### src/rtl/conv_postproc.sv
// Convolution post-processing: magnitude, saturation, border masking and
// frame position tagging, buffered in a small drop-on-full output FIFO.
module conv_postproc #(
  parameter int PIXEL_SIZE = 12,
  parameter int IN_WIDTH   = PIXEL_SIZE + 6,
  parameter int ROW_SIZE   = 640,
  parameter int NUM_ROWS   = 480,
  parameter int FIFO_DEPTH = 4
) (
  input  logic                  clk,
  input  logic                  rst_n,
  input  logic [IN_WIDTH-1:0]   in_pixel,
  input  logic                  in_valid,
  input  logic                  frame_rst,
  output logic [PIXEL_SIZE-1:0] out_pixel,
  output logic                  out_sof,
  output logic                  out_eol,
  output logic                  out_valid,
  input  logic                  out_ready,
  output logic                  overflow,
  output logic [7:0]            drop_count
);

  localparam int COL_W = (ROW_SIZE > 1) ? $clog2(ROW_SIZE) : 1;
  localparam int ROW_W = (NUM_ROWS > 1) ? $clog2(NUM_ROWS) : 1;
  localparam int AW    = (FIFO_DEPTH > 1) ? $clog2(FIFO_DEPTH) : 1;
  localparam int EW    = PIXEL_SIZE + 2;

  localparam logic [COL_W-1:0]  COL_LAST = COL_W'(ROW_SIZE - 1);
  localparam logic [ROW_W-1:0]  ROW_LAST = ROW_W'(NUM_ROWS - 1);
  localparam logic [IN_WIDTH:0] PIX_MAX  = (IN_WIDTH + 1)'((2 ** PIXEL_SIZE) - 1);
  localparam logic [AW:0]       DEPTH_C  = (AW + 1)'(FIFO_DEPTH);

  logic [COL_W-1:0] col;
  logic [ROW_W-1:0] row;
  logic [AW-1:0]    wr_ptr, rd_ptr;
  logic [AW:0]      count;
  logic [EW-1:0]    mem [FIFO_DEPTH];

  logic [IN_WIDTH:0]     in_ext, mag;
  logic [PIXEL_SIZE-1:0] pix_val;
  logic                  sof_tag, eol_tag;
  logic [EW-1:0]         entry, head;
  logic                  full, pop, accept, push, drop;

  // One extra bit so the most negative input has a representable magnitude.
  assign in_ext = {in_pixel[IN_WIDTH-1], in_pixel};
  assign mag    = in_ext[IN_WIDTH] ? ('0 - in_ext) : in_ext;

  always_comb begin
    pix_val = '0;
    if (row >= ROW_W'(2) && col >= COL_W'(2)) begin
      if (mag > PIX_MAX) pix_val = '1;
      else               pix_val = mag[PIXEL_SIZE-1:0];
    end
  end

  assign sof_tag = (row == '0) && (col == '0);
  assign eol_tag = (col == COL_LAST);
  assign entry   = {sof_tag, eol_tag, pix_val};

  assign out_valid = (count != '0);
  assign full      = (count == DEPTH_C);
  assign pop       = out_valid && out_ready;
  assign accept    = in_valid && !frame_rst;
  // A pop in the same cycle frees the slot the incoming pixel needs.
  assign push      = accept && (!full || pop);
  assign drop      = accept && full && !pop;

  always_ff @(posedge clk or negedge rst_n) begin
    if (!rst_n) begin
      col        <= '0;
      row        <= '0;
      wr_ptr     <= '0;
      rd_ptr     <= '0;
      count      <= '0;
      overflow   <= 1'b0;
      drop_count <= '0;
    end else if (frame_rst) begin
      col        <= '0;
      row        <= '0;
      wr_ptr     <= '0;
      rd_ptr     <= '0;
      count      <= '0;
      overflow   <= 1'b0;
      drop_count <= '0;
    end else begin
      if (in_valid) begin
        if (col == COL_LAST) begin
          col <= '0;
          row <= (row == ROW_LAST) ? '0 : row + ROW_W'(1);
        end else begin
          col <= col + COL_W'(1);
        end
      end
      if (push) wr_ptr <= wr_ptr + AW'(1);
      if (pop)  rd_ptr <= rd_ptr + AW'(1);
      unique case ({push, pop})
        2'b10:   count <= count + (AW + 1)'(1);
        2'b01:   count <= count - (AW + 1)'(1);
        default: count <= count;
      endcase
      if (drop) begin
        overflow <= 1'b1;
        if (drop_count != 8'hFF) drop_count <= drop_count + 8'd1;
      end
    end
  end

  always_ff @(posedge clk) begin
    if (push) mem[wr_ptr] <= entry;
  end

  // Storage is not reset; gating by out_valid keeps the head at 0 when empty.
  assign head      = mem[rd_ptr];
  assign out_pixel = out_valid ? head[PIXEL_SIZE-1:0] : '0;
  assign out_sof   = out_valid && head[EW-1];
  assign out_eol   = out_valid && head[EW-2];

endmodule
### config.mk
export PLATFORM = sky130hd
export DESIGN_NAME = conv_postproc
export DESIGN_NICKNAME = d
export VERILOG_FILES = /design/src/rtl/conv_postproc.sv
export SDC_FILE = /design/constraint.sdc
export NUM_CORES = 1
export LEC_CHECK = 0
export ABC_AREA = 1
export ABC_CLOCK_PERIOD_IN_PS = 2800
export CORE_MARGIN = 4
export CORE_UTILIZATION = 30
export CTS_CLUSTER_SIZE = 24
export DETAILED_ROUTE_END_ITERATION = 8
export PLACE_DENSITY_LB_ADDON = 0.08
export SLEW_MARGIN = 20
export SYNTH_ARGS = -nofsm -noshare
export SYNTH_HDL_FRONTEND = slang
export SYNTH_SLANG_ARGS = --single-unit
### constraint.sdc
create_clock -name clk -period 2.8 [get_ports clk]
set_input_delay 0.56 -clock clk [delete_from_list [all_inputs] [get_ports clk]]
set_output_delay 0.56 -clock clk [all_outputs]
set_load 0.005 [all_outputs]
==> Yosys cells after proc, flatten, opt, wreduce, memory -nomap -nowiden <==
Memory sizes are Yosys's and may differ from the RTL's.
Cells that the tools add are included.
{ "classes": {"addsub": 8, "eq_ne": 6, "magnitude_cmp": 3, "reduce_logical": 25, "n_mux": 24} }
{ "op_table": {"columns": ["op", "n"], "rows": [
  ["12-bit 2-to-1 mux", 3],
  ["9-bit 2-to-1 mux", 4],
  ["10-bit 2-to-1 mux", 3],
  ["8-bit 2-to-1 mux", 3],
  ["19-bit by 12-bit greater-than comparator with 1-bit output (second input constant)", 1],
  ["19-bit 2-to-1 mux", 1],
  ["1-bit by 18-bit subtractor with 19-bit output (first input constant)", 1],
  ["2-bit nonzero test", 6],
  ["10-bit by 1-bit adder with 10-bit output (second input constant)", 1],
  ["10-bit equality test (second input constant)", 1],
  ["10-bit by 2-bit greater-or-equal comparator with 1-bit output (second input constant)", 1],
  ["10-bit logical NOT", 1],
  ["9-bit by 1-bit adder with 9-bit output (second input constant)", 1],
  ["9-bit equality test (second input constant)", 1],
  ["9-bit by 2-bit greater-or-equal comparator with 1-bit output (second input constant)", 1],
  ["1-bit logical AND", 9],
  ["9-bit logical NOT", 1],
  ["8-bit by 1-bit adder with 8-bit output (second input constant)", 1],
  ["2-bit 2-to-1 mux", 4],
  ["8-bit inequality test (second input constant)", 1],
  ["3-bit case mux with 2 select lines", 1],
  ["3-bit nonzero test", 2],
  ["2-bit by 1-bit adder with 2-bit output (second input constant)", 2],
  ["1-bit 2-to-1 mux", 4],
  ["other kinds (9)", 12]
]} }
{ "totals": {"in_bits": 23, "ff_bits": 35, "output_inout_bits": 24, "memories": 1, "mem_bits_rw": 56, "wordCells": 74} }
{ "mem_list": {"columns": ["memory", "words", "word_bits", "rd", "rd_ports_with_merged_regs", "wr", "line", "rtl"], "rows": [
  ["mem", 4, 14, 1, 0, 1, "38", "logic [EW-1:0] mem [FIFO_DEPTH];"]
]} }

==> Depth between registers and ports, before layout <==
{ "logic_depth": {"word_depth": 7, "depth_mapped": 14, "ltp_nobuf": 13} }

==> Worst setup path after synthesis <==
OpenSTA, ideal clock, no wires.
{ "synth_timing": {"path_kind": "input -> register", "from": "input port in_pixel[1]", "to": "memory mem[0][1] (netlist bit) (data pin)", "stages": 11, "n_path_buf": 1, "required_time_ns": 2.543, "arrival_time_ns": 1.822, "path_slack_ns": 0.721, "setup_ns": 0.257, "path_cell_list": "inv_1 -> ha_1 -> nand3_4 -> o21ai_4 -> nand2_1 -> xor2_1 -> nor2_4 -> buf_6 -> nand3_2 -> nand2_1 -> inv_1"} }
{ "synth_between": {"elab_chain_len": 5} }
{ "synth_rtl": {"columns": ["item", "line", "rtl"], "rows": [
  ["start: declaration", "12", "input logic [IN_WIDTH-1:0] in_pixel,"],
  ["1-bit by 18-bit subtractor with 19-bit output", "48", "assign mag = in_ext[IN_WIDTH] ? ('0 - in_ext) : in_ext;"],
  ["19-bit 2-to-1 mux (*)", "48", null],
  ["19-bit by 12-bit greater-than comparator with 1-bit output", "53", "if (mag > PIX_MAX) pix_val = '1;"],
  ["12-bit 2-to-1 mux (*)", "53", null],
  ["12-bit 2-to-1 mux (*)", "52", "if (row >= ROW_W'(2) && col >= COL_W'(2)) begin"],
  ["via pix_val[1]", "41", "logic [PIXEL_SIZE-1:0] pix_val;"],
  ["end: declaration", "38", null]
]} }
The timed path passes the listed nets; every way through them passes the cells marked *.

==> Final worst setup path <==
{ "layout_timing": {"from": "register rd_ptr[1]", "to": "output port out_pixel[0]"} }
{ "layout_between": {"elab_chain_len": 2} }
{ "layout_rtl": {"columns": ["item", "line", "rtl"], "rows": [
  ["start: declaration", "36", "logic [AW-1:0] wr_ptr, rd_ptr;"],
  ["start signal: assignment", "97", "if (pop) rd_ptr <= rd_ptr + AW'(1);"],
  ["memory 4 x 14 bit", null, null],
  ["12-bit 2-to-1 mux", "116", "assign out_pixel = out_valid ? head[PIXEL_SIZE-1:0] : '0;"],
  ["end: declaration", "15", "output logic [PIXEL_SIZE-1:0] out_pixel,"]
]} }
No other way between the ends.

==> flow_summary.yaml <==
global_routing:
  grt_pass1_wl_um: 19500
  grt_pass1_vias: 3719
  grt-ovfl-total: 0
  antenna_found_initial: 0
  grt_start_max_net_pins: 36
  grt_usage_pct: 13.5
clock_network:
  cts_max_path_buffers: 2
  cts_buffers: 9
  worstSkewPairLatency_ns: 0.35
  cts_hold_buf: 0
  cts_tree: "built"
  cts-root-buf: "clkbuf_16"
  clkTransAtPathRegs_ns: 0.07
  htreeDepth: 3
  cts_sinks: 91
pwr:
  p_switching_mw: 1.11
  leakage_nw: 2.51
  share_comb_of_total_power_pct: 27.1
  power_density_nw_per_um2: 610
  p_seq_share_pct: 41.8
  power.share.switching_pct: 29.7
  p_int_mw: 2.63
  ir_drop_mv: 0.305
  clock_power_share_pct: 31.1
worst_setup_path:
  reg2reg_slack_ns: 0.85
  r2r-start: "count[1]$_DFFE_PN0P_"
  cp_data_required_time_ns: 2.24
  cp.depth: 5
  crit_fanout: 16
  crit_start: "rd_ptr[1]$_DFFE_PN0P_"
  crit_path_end: "out_pixel[0]"
  cpMaxStageDelayCell: "clkdlybuf4s50_1"
  crit_chain: "inv_1 -> nor2_1 -> o21ai_0 -> a21oi_1 -> clkdlybuf4s50_1"
  rr_worst_depth: 9
  startpoint_type: "flip-flop"
  cp-end-kind: "primary output"
  max_stage_delay_ns: 0.54
  cp.arrival_ns: 1.97
  rr_endpoint: "count[2]$_DFFE_PN0P_"
  path_buf_inv: 2
  critPathKind: "flip-flop to primary output"
  critPathTopFamily: "buffers and inverters"
sta:
  timing_worst_slew_pin_value_ns: 0.838
  relSlewSlack_pct: 44.1
  hold_viol: 0
  clock_skew_ns: 0.00934
  max_freq_mhz: 396
  slew_violations: 0
  setup_violations: 0
  holdWs_ns: 0.309
  layout_setup_ws_ns: 0.273
  period_needed_ns: 2.53
  fin_crit_sh_pct: 90.3
  rsz0062_at_grt: "false"
  finalSetupTns_ns: 0
worst_hold_path:
  hold_path_class: "input pin to async pin"
final_layout:
  design_area_um2: 6140
  layout-drive-gt1-share_pct: 12.3
  multi_input_area_um2: 2070
  syn_to_final_growth_pct: 22.4
  final_cells: 848
  n_antenna_cell: 0
  fill_cells: 1637
  register_area_um2: 2560
  finalNetCount: 663
detailed_routing:
  viasPerCell: 4.44
  drt_iter0_drc: 145
  drc_errors: 0
  firstDrtPassIters: 4
  num_vias: 3767
  postRouteAntennaNets: 0
  wl_per_cell_um: 13.8
  wirelength_um: 11700
run_status:
  status: "finished clean"
logic_synthesis:
  synth-edff-count: 56
  async_reset_ff_share_pct: 38.5
  synth.avg_cell_area_um2: 8.86
  synth_ff_type: "edfxtp_1"
  synth_cell_types: 44
  yosys_register_bits: 91
  synth_top_cell_by_area: "edfxtp_1"
  synth_area_leaders: "edfxtp_1 (34%), dfrtp_1 (17%), nor2_1 (7.8%)"
  yosys.area.top_type_share_pct: 33.5
  seq_area_frac_synth_pct: 51.0
  synth_cells: 566
  synth_nets: 602
  syn_area_um2: 5010
  ys_warn_count: 0
floorplan:
  initial_core_util_pct: 31.1
  die_h_um: 137
  die_w_um: 137
  ioPinCount: 47
  die_area_um2: 18800
  coreArea_um2: 16100
  num_rows: 46
placement:
  io_buffers: 46
  dp_cells: 832
  dp_hpwl_um: 8210
  placed_area_um2: 5850
  place.gp.congestion: 0.771
  place_ws_ns: 0.133
flow_run:
  maxCapViolations: 0
[kinds of logic after synthesis]
kind of cell / share of synthesized area [%]
and+or+nand+nor: 23.5
DFF: 51.0
adders and majority gates: 3.39
AOI/OAI and AO/OA: 11.1
xor gates and xnor gates: 3.32
buffers and inverters: 7.69
[sequential cells by signal, summed over array words and instances, names as in the netlist]
name,flops
col,10
count,3
drop_count,8
mem,56
overflow,1
rd_ptr,2
row,9
wr_ptr,2
[area by class of cell]
| cell class | instances | area share, % |
|---|---|---|
| multi-input combinational | 380 | 33.7 |
| timing repair buffer | 65 | 10.6 |
| inverter | 80 | 4.89 |
| clock inverter | 5 | 0.571 |
| sequential | 91 | 41.7 |
| clock buffer | 11 | 4.14 |
| tap | 216 | 4.40 |
[placed cells by master, fill, tap and decap left out, types with 2 or more instances in the layout]
cell / synthesis / layout
nor2_1: 104 / 104
nand2_1: 78 / 78
inv_1: 73 / 73
edfxtp_1: 56 / 56
clkdlybuf4s50_1: 0 / 45
o21ai_0: 43 / 43
a21oi_1: 34 / 34
dfrtp_1: 35 / 34
nand3_1: 27 / 27
buf_4: 1 / 15
xor2_1: 12 / 12
ha_1: 12 / 12
nand3_2: 11 / 11
clkbuf_16: 0 / 10
inv_2: 7 / 7
xnor2_1: 7 / 7
nor2_4: 5 / 5
nor2_2: 5 / 5
o21ai_1: 5 / 5
nand4_1: 5 / 5
buf_12: 0 / 4
nand2_2: 3 / 3
nor3_1: 3 / 3
o22ai_1: 3 / 3
nor3_4: 2 / 2
nand3_4: 2 / 2
or2_2: 2 / 2
o21a_1: 2 / 2
clkinvlp_4: 0 / 2
[worst min path at each step]
stage	start	to	slack (ns)	depth (start not counted)
global placement	row[3]$_DFFE_PN0P_	row[3]$_DFFE_PN0P_	0.46	1
finish	rst_n	drop_count[1]$_DFFE_PN0P_	0.31	1
global route	rst_n	drop_count[1]$_DFFE_PN0P_	0.40	1
detailed placement	overflow$_DFFE_PN0P_	overflow$_DFFE_PN0P_	0.47	2
CTS	rst_n	drop_count[1]$_DFFE_PN0P_	0.34	1
floorplan	rst_n	col[0]$_DFFE_PN0P_	0.26	0
[per-layer routing]
| layer | part of all wire (%) | vias to the layer above | GRT usage (%) |
|---|---|---|---|
| li1 | - | 1974 | - |
| met1 | 48 | 1738 | 17.8 |
| met2 | 47 | 43 | 22.1 |
| met3 | 3.3 | 12 | 3.54 |
| met4 | 1.2 | 0 | 3.82 |
| met5 | 0 | - | 0 |
[synthesized netlist by cell type, types with 2 or more instances]
cell      number
clkbuf_1       7
inv_1         73
nand3_2       11
ha_1          12
nand4_1        5
dfrtp_1       35
o21ai_0       43
nor3_1         3
inv_2          7
nand3_4        2
nor2_2         5
xor2_1        12
buf_1          2
edfxtp_1      56
a21oi_1       34
nor2_4         5
buf_2          2
o22ai_1        3
nor2_1       104
xnor2_1        7
buf_6          3
nand2_1       78
nor3_4         2
or2_2          2
o21ai_1        5
nand3_1       27
o21a_1         2
nand2_2        3
[through the flow]
| stage | power [mW] | utilization [%] |
|---|---|---|
| 2_1_floorplan | 2.09 | - |
| 3_3_place_gp | 2.63 | 36.3 |
| 3_5_place_dp | 2.64 | 36.3 |
| 4_1_cts | 3.83 | 38.1 |
| 5_1_grt | 3.99 | 38.1 |
| 6_report | 3.74 | 38.1 |
[power by group through the flow]
stage	sequential [mW]	combinational [mW]	clock, mW
floorplan	1.58	0.509	0
global placement	1.59	1.04	0
detailed placement	1.59	1.04	0
CTS	1.56	1.05	1.21
global route	1.58	1.15	1.27
finish	1.56	1.01	1.17
[worst register-to-register path, cell delays in order (launching register included)]
cell and delay, ns:
dfrtp_1 0.45, nor3_4 0.17, buf_4 0.27, nor2_1 0.09
nand2_1 0.14, inv_1 0.07, fa_1 0.37, xor2_1 0.17
nand2_1 0.06, o21ai_1 0.06
[timing repair]
action                                  CTS  global route
endpoints found under the setup margin    0             1
resized for setup                         0             1
buffers inserted                          0             0
Power figures use the tool's default switching activity.
